`src/rtl/apb_wait_slave.sv`:
```
// APB slave with a word-addressed register memory and a fixed number of wait states.
// Every access phase is stretched by WAIT_CYCLES cycles before pready is pulsed once.
module apb_wait_slave #(
  parameter int ADD_WIDTH   = 8,
  parameter int WIDTH       = 32,
  parameter int MEM_DEPTH   = 64,
  parameter int WAIT_CYCLES = 2
) (
  input  logic                 pclk,
  input  logic                 preset,
  input  logic                 psel,
  input  logic                 penable,
  input  logic                 pwrite,
  input  logic [ADD_WIDTH-1:0] paddr,
  input  logic [WIDTH-1:0]     pwdata,
  output logic [WIDTH-1:0]     prdata,
  output logic                 pready,
  output logic                 pslverr
);

  localparam int IDX_W = (MEM_DEPTH > 1) ? $clog2(MEM_DEPTH) : 1;
  localparam logic [ADD_WIDTH:0] DEPTH_L = (ADD_WIDTH+1)'(MEM_DEPTH);

  typedef enum logic [1:0] {IDLE, WAIT, ACCESS} state_t;

  state_t                 state_q, state_d;
  logic [3:0]             cnt_q, cnt_d;
  logic [ADD_WIDTH-1:0]   addr_q, addr_d;
  logic                   wr_q, wr_d;
  logic [WIDTH-1:0]       wdata_q, wdata_d;
  logic [WIDTH-1:0]       prdata_q, prdata_d;
  logic                   pready_q, pready_d;
  logic                   pslverr_q, pslverr_d;
  logic [WIDTH-1:0]       mem_q [MEM_DEPTH];

  logic                   in_rng_d, in_rng_q, mem_we;
  logic [IDX_W-1:0]       idx_d, idx_q;

  // Request is latched only on a proper setup cycle; later bus changes are ignored.
  always_comb begin
    state_d = state_q;
    cnt_d   = cnt_q;
    addr_d  = addr_q;
    wr_d    = wr_q;
    wdata_d = wdata_q;
    case (state_q)
      IDLE: begin
        if (psel && !penable) begin
          addr_d  = paddr;
          wr_d    = pwrite;
          wdata_d = pwdata;
          if (WAIT_CYCLES == 0) begin
            state_d = ACCESS;
          end else begin
            state_d = WAIT;
            cnt_d   = 4'(WAIT_CYCLES);
          end
        end
      end
      WAIT: begin
        if (!psel) begin
          state_d = IDLE;
          cnt_d   = '0;
        end else if (cnt_q == 4'd1) begin
          state_d = ACCESS;
          cnt_d   = '0;
        end else begin
          cnt_d = cnt_q - 4'd1;
        end
      end
      ACCESS:  state_d = IDLE;
      default: state_d = IDLE;
    endcase
  end

  // Outputs are registered, so they are computed from the state being entered.
  always_comb begin
    in_rng_d  = ({1'b0, addr_d} < DEPTH_L);
    in_rng_q  = ({1'b0, addr_q} < DEPTH_L);
    idx_d     = addr_d[IDX_W-1:0];
    idx_q     = addr_q[IDX_W-1:0];
    mem_we    = (state_q == ACCESS) && wr_q && psel && penable && in_rng_q;
    pready_d  = (state_d == ACCESS);
    pslverr_d = (state_d == ACCESS) && !in_rng_d;
    prdata_d  = '0;
    if ((state_d == ACCESS) && !wr_d && in_rng_d) begin
      prdata_d = mem_q[idx_d];
    end
  end

  always_ff @(posedge pclk) begin
    if (preset) begin
      state_q   <= IDLE;
      cnt_q     <= '0;
      addr_q    <= '0;
      wr_q      <= 1'b0;
      wdata_q   <= '0;
      prdata_q  <= '0;
      pready_q  <= 1'b0;
      pslverr_q <= 1'b0;
      for (int i = 0; i < MEM_DEPTH; i++) begin
        mem_q[i] <= '0;
      end
    end else begin
      state_q   <= state_d;
      cnt_q     <= cnt_d;
      addr_q    <= addr_d;
      wr_q      <= wr_d;
      wdata_q   <= wdata_d;
      prdata_q  <= prdata_d;
      pready_q  <= pready_d;
      pslverr_q <= pslverr_d;
      if (mem_we) begin
        mem_q[idx_q] <= wdata_q;
      end
    end
  end

  assign prdata  = prdata_q;
  assign pready  = pready_q;
  assign pslverr = pslverr_q;

endmodule

```
`config.mk`:
```
export PLATFORM = sky130hd
export DESIGN_NAME = apb_wait_slave
export DESIGN_NICKNAME = d
export VERILOG_FILES = /design/src/rtl/apb_wait_slave.sv
export SDC_FILE = /design/constraint.sdc
export NUM_CORES = 2
export LEC_CHECK = 0
export BUFFER_PORTS_ARGS = -buffer_cell sky130_fd_sc_hd__buf_2
export CAP_MARGIN = 30
export CORE_UTILIZATION = 50
export CTS_CLUSTER_DIAMETER = 120
export DETAILED_ROUTE_END_ITERATION = 16
export PLACE_DENSITY = 0.65
export SLEW_MARGIN = 20
export SYNTH_ARGS = -nofsm -noshare
export SYNTH_HDL_FRONTEND = slang
export SYNTH_SLANG_ARGS = --single-unit
export TNS_END_PERCENT = 50
```
`constraint.sdc`:
```
create_clock -name pclk -period 4 [get_ports pclk]
set_clock_uncertainty 0.05 [all_clocks]
set_input_delay 0.2 -clock pclk [delete_from_list [all_inputs] [get_ports pclk]]
set_output_delay 0.2 -clock pclk [all_outputs]
set_load 0.1 [all_outputs]
```
### Yosys cells after proc, flatten, opt, wreduce, memory -nomap -nowiden

Memories as Yosys holds them, arrays and structs flattened. A register that Yosys moved wholly into a read port is not among the register bits.
Cells that the tools add are included.

* reductions and logical operators: 17
* equality and inequality tests: 5
* mux-type cells: 20
* add/subtract/negate cells: 1
* order comparisons: 2
* bitwise logic cells: 1

Operators by type and width (count)
* 2-to-1 mux 32 bit: 1
* OR reduction 32 bit: 1
* less-than comparator 8 x 7 -> 1 bit (second input constant): 2
* 2-to-1 mux 8 bit: 2
* 2-to-1 mux 4 bit: 3
* logical AND 1 bit: 8
* 2-to-1 mux 1 bit: 8
* case mux 4 bit (2 select lines): 1
* 2-to-1 mux 2 bit: 3
* 2-to-1 mux 6 bit: 1
* == test 2 bit (second input constant): 2
* == test 4 x 1 -> 1 bit (second input constant): 1
* case mux 2 bit (2 select lines): 1
* AND reduction 2 bit: 2
* subtractor 4 x 1 -> 4 bit (second input constant): 1
* logical NOT 1 bit: 3
* == test 2 x 1 -> 1 bit (second input constant): 1
* logical NOT 2 bit: 1
* inequality test 2 bit (second input constant): 1
* nonzero test 2 bit: 1
* OR reduction 2 bit: 1
* inverter 1 bit: 1

* word-level logic and storage cells: 54
* bits in writable memories: 2048
* register bits: 49
* memories: 1
* input port bits: 45
* output and inout port bits: 34

Memory list
* mem_q: depth 64, bits a word 32, rd ports 1, clocked after memory_dff 1, wr ports 64, line 34 `logic [WIDTH-1:0] mem_q [MEM_DEPTH];`

### Longest topological paths before layout

* depth in word-level cells: 10
* mapped depth: 14
* depth with buffers taken out: 9

### Worst setup path before layout

No wires, ideal clock.

* path kind: reg-to-reg
* start point: register state_q[0]
* end point: register prdata_q[29], in the netlist prdata[29], read port of mem_q
* required time: 3.826 ns
* arrival: 2.707 ns
* path buffers: 5
* setup slack: 1.119 ns
* clock period less this slack: 2.881 ns
* library setup time: 0.124 ns
* cell stages (with the launch flop): 13
* cells stage by stage: dfxtp_1 > buf_6 > or4b_4 > buf_6 > mux2i_4 > buf_8 > buf_12 > buf_12 > mux2i_1 > mux2i_1 > a221oi_1 > nand3_1 > a2111o_1

* word-level cells in the longest chain between the ends: 8
* elaborated cells between the ends (all ways): 15
* classes of those cells: order compare (1); eq/ne (2); mux (6); bitwise (1); reduce/logical (5)

Ends and longest elaborated chain
* start, declared: line 26 `state_t state_q, state_d;`
* start signal, assigned: line 105 `state_q <= state_d;`
* parallel branches: the longest is 8 deep, another holds less-than comparator 8 x 7 -> 1 bit
* end, declared: line 31 `logic [WIDTH-1:0] prdata_q, prdata_d;`

Parallel ways; which one is timed is not known.
A chain may end at the register's enable or synchronous reset.

### Worst setup path after layout

* start point: register state_q[0]
* end point: register prdata_q[30], in the netlist prdata[30], read port of mem_q

The elaborated chain is that of the path after synthesis.

==> reports/results.ini <==
[outcome]
status = finished with violations
violations = setup timing

[cts]
cts_root_buf = clkbuf_16
clk_path_buf_depth = 3
htree_levels = 4
postCtsSetupRepairBufs = 0
numCtsBuffers = 217
clkTransAtPathRegs_ns = 0.06
cts_tree = yes
worstSkewPairLatency_ns = 0.88
cts_sinks = 2129

[synthesis]
synth.net_count = 8174
syn_avg_cell_area_sq_um = 11.9
netlist_area_sq_um = 96900
yosysSeqAreaShare = 0.652
synth-warning-count = 0
async_flop_share = 0
synth_flop_cell = edfxtp_1
synth_edf_count = 2048
netlist-cell-type-count = 62
synthCells = 8127
synth_seq_cells = 2129

[place]
place_ws_ns = -0.185
place.gp.congestion = 0.976
hpwl_um = 207000
port_buffers = 78

[worst_setup_path]
worstSetupPathType = flop to flop
worst-r2r-setup-slack_ns = -0.15
cp_slowest_cell = a32oi_2
arrival_ns = 4.92
crit_top_cell = buf_4
rr_worst_depth = 11
crit-reg2reg-launch = state_q[0]$_SDFF_PP0_
slowest_delay_ns = 0.63
cp_max_fo = 17
worst_setup_path_start_kind = flop
cp_top_family = compound AO/OA/AOI/OAI gates
r2r-end = prdata[30]$_SDFF_PP0_
crit_required_ns = 4.77
crit_buf_inv = 4
end_kind = flop
path_cells = nor4b_4 > buf_12 > mux2i_4 > buf_4 > buf_4 > buf_4 > a21oi_1 > a221oi_1 > o21ai_0 > a32oi_2 > a22o_1

[hold_path]
worstHoldStart = pwdata[4]
min_delay_worst_endpoint = wdata_q[4]$_SDFFE_PP0P_
hp-class = input port to flop
holdPathStages = 4

[cells_and_area]
finalNetCount = 8189
final_cell_mix = and2_1, edfxtp_1, nand2_1
fill_cells = 15500
drive_above_1_share = 0.130
area_growth_pct = 13.1
final_common_cell = and2_1

[global_routing]
antenna_found_initial = 32
grt_pass1_vias = 63600
grt.total_usage = 0.336
grt_pass1_wl_um = 470000
grt_max_degree = 99
grt-ovfl-total = 0

[timing]
timing.setup.tns_ns = -0.402
relSlewSlack = 0.253
tightest_slew_ns = 1.12
setup_viol = 5
max_freq_mhz = 241
hold_viol_final = 0
drv_slew = 0
min_period_ns = 4.15
hold_slack_ns = 0.0570
worst_slack_ns = -0.149
rsz0062_at_grt = true
finalCritPeriodShare = 1.04

[floorplanning]
initial_core_util = 0.503
ioPinCount = 79
die_x_um = 442
die_h_um = 442
dieArea_sq_um = 196000
core_sq_um = 193000
row_count = 161

[power_and_ir_drop]
powerDensity_nw_per_um2 = 460
seq_power_share = 0.506
ir_drop_mv = 0.390
clkPwrFrac = 0.399
combPwrFrac = 0.095
p_int_mw = 37.7
p_leak_nw = 40.1
p_sw_mw = 12.7
switching_share = 0.251

[drt]
detail_route.iter0.violations = 10500
viasPerCell = 6.20
drtPass1Iterations = 6
dr_total_vias = 67400
antenna_left = 0
wl_per_cell_um = 30.7
drc = 0
wl_um = 334000

[flow_run]
maxCapViolCount = 0

-- repair_timing --
item	in CTS	in global routing
hold buffers	69	0
pin swaps	1	4
hold endpoints to repair	48	0
endpoints found under the setup margin	8	9
resized for setup	9	5
-- cell type report --
class | count | area [sq um] | area share
Sequential cell | 2129 | 63200 | 0.576
Multi-Input combinational cell | 5209 | 30700 | 0.280
Clock buffer | 289 | 5920 | 0.0541
Timing Repair Buffer | 581 | 5590 | 0.0510
Tap cell | 2526 | 3160 | 0.0288
Clock inverter | 117 | 1020 | 0.00934
Antenna cell | 11 | 27.5 | 0.000251
Inverter | 4 | 15.0 | 0.000137
-- layer usage --
layer / global-route usage / part of all wire / vias up / wire, um
li1: - / - / 28600 / -
met1: 0.456 / 0.37 / 33400 / 123000
met2: 0.500 / 0.44 / 4546 / 146000
met3: 0.0724 / 0.13 / 816 / 41800
met4: 0.193 / 0.065 / 16 / 21600
met5: 0.00830 / 0.0013 / - / 433
-- kinds of logic after synthesis --
| group | after synthesis | synth area share |
|---|---|---|
| buffers and inverters | 789 | 0.0361 |
| and+or+nand+nor | 4103 | 0.223 |
| muxes | 212 | 0.0296 |
| DFF | 2129 | 0.652 |
| AOI/OAI and AO/OA | 892 | 0.0600 |
| adders and majority gates | 2 | 0.000258 |
-- synth_stat cells, drive strengths merged, types with 4 or more instances --
master	number	share of area
o22ai	45	0.0029
a32o	14	0.0014
a311oi	4	0.00036
or3b	4	0.00036
dfxtp	81	0.017
o221ai	6	0.00054
nand3	356	0.018
mux2i	144	0.015
buf	162	0.012
nor2	128	0.0050
mux2	11	0.0013
a221oi	62	0.0057
nor3	29	0.0015
nand2	1339	0.052
or2	64	0.0041
and3	10	0.00065
edfxtp	2048	0.63
a22o	8	0.00072
inv	4	0.00015
a22oi	120	0.0093
nand4	105	0.0068
and2	2049	0.13
a21oi	334	0.017
clkbuf	623	0.024
nand3b	4	0.00031
a31oi	108	0.0070
mux4	57	0.013
o211ai	14	0.0011
o21ai	62	0.0032
a32oi	97	0.0088
nor4	5	0.00032
-- metrics by stage --
stage	total power [mW]	utilization	cells	instance area, sq um
CTS	50.3	0.568	10900	109000
finish	50.4	0.569	10900	110000
floorplan	28.1	-	8127	96900
global route	51.4	0.569	10900	110000
detailed placement	30.5	0.529	10400	102000
global placement	30.4	0.528	10400	102000
-- worst max path at each step --
stage,startpoint,endpoint,slack [ns],cells after the start
CTS,state_q[0]$_SDFF_PP0_,prdata[14]$_SDFF_PP0_,-0.03,9
global placement,state_q[0]$_SDFF_PP0_,prdata[26]$_SDFF_PP0_,-0.76,8
detailed placement,state_q[0]$_SDFF_PP0_,prdata[18]$_SDFF_PP0_,-0.18,8
global route,state_q[0]$_SDFF_PP0_,prdata[30]$_SDFF_PP0_,-0.05,11
floorplan,state_q[0]$_SDFF_PP0_,prdata[29]$_SDFF_PP0_,1.12,12
finish,state_q[0]$_SDFF_PP0_,prdata[30]$_SDFF_PP0_,-0.15,11
-- sequential cells by signal, indices dropped and copies added (netlist names) --
name,flops
addr_q,8
cnt_q,4
mem_q,2048
prdata,32
pready,1
pslverr,1
state_q,2
wdata_q,32
wr_q,1
-- worst min-delay path, cell delays in order --
cell and delay [ns]:
dlygate4sd3_1 0.52, buf_2 0.12, nand2_1 0.05, a21oi_1 0.05
-- power groups by stage --
stage | sequential [mW] | combinational [mW] | clock (mW)
6_report | 25.5 | 4.78 | 20.1
5_1_grt | 25.5 | 4.89 | 21.0
4_1_cts | 25.5 | 4.63 | 20.1
3_5_place_dp | 25.9 | 4.56 | 0
3_3_place_gp | 25.9 | 4.50 | 0
2_1_floorplan | 25.7 | 2.41 | 0
Power figures use the tool's default switching activity.
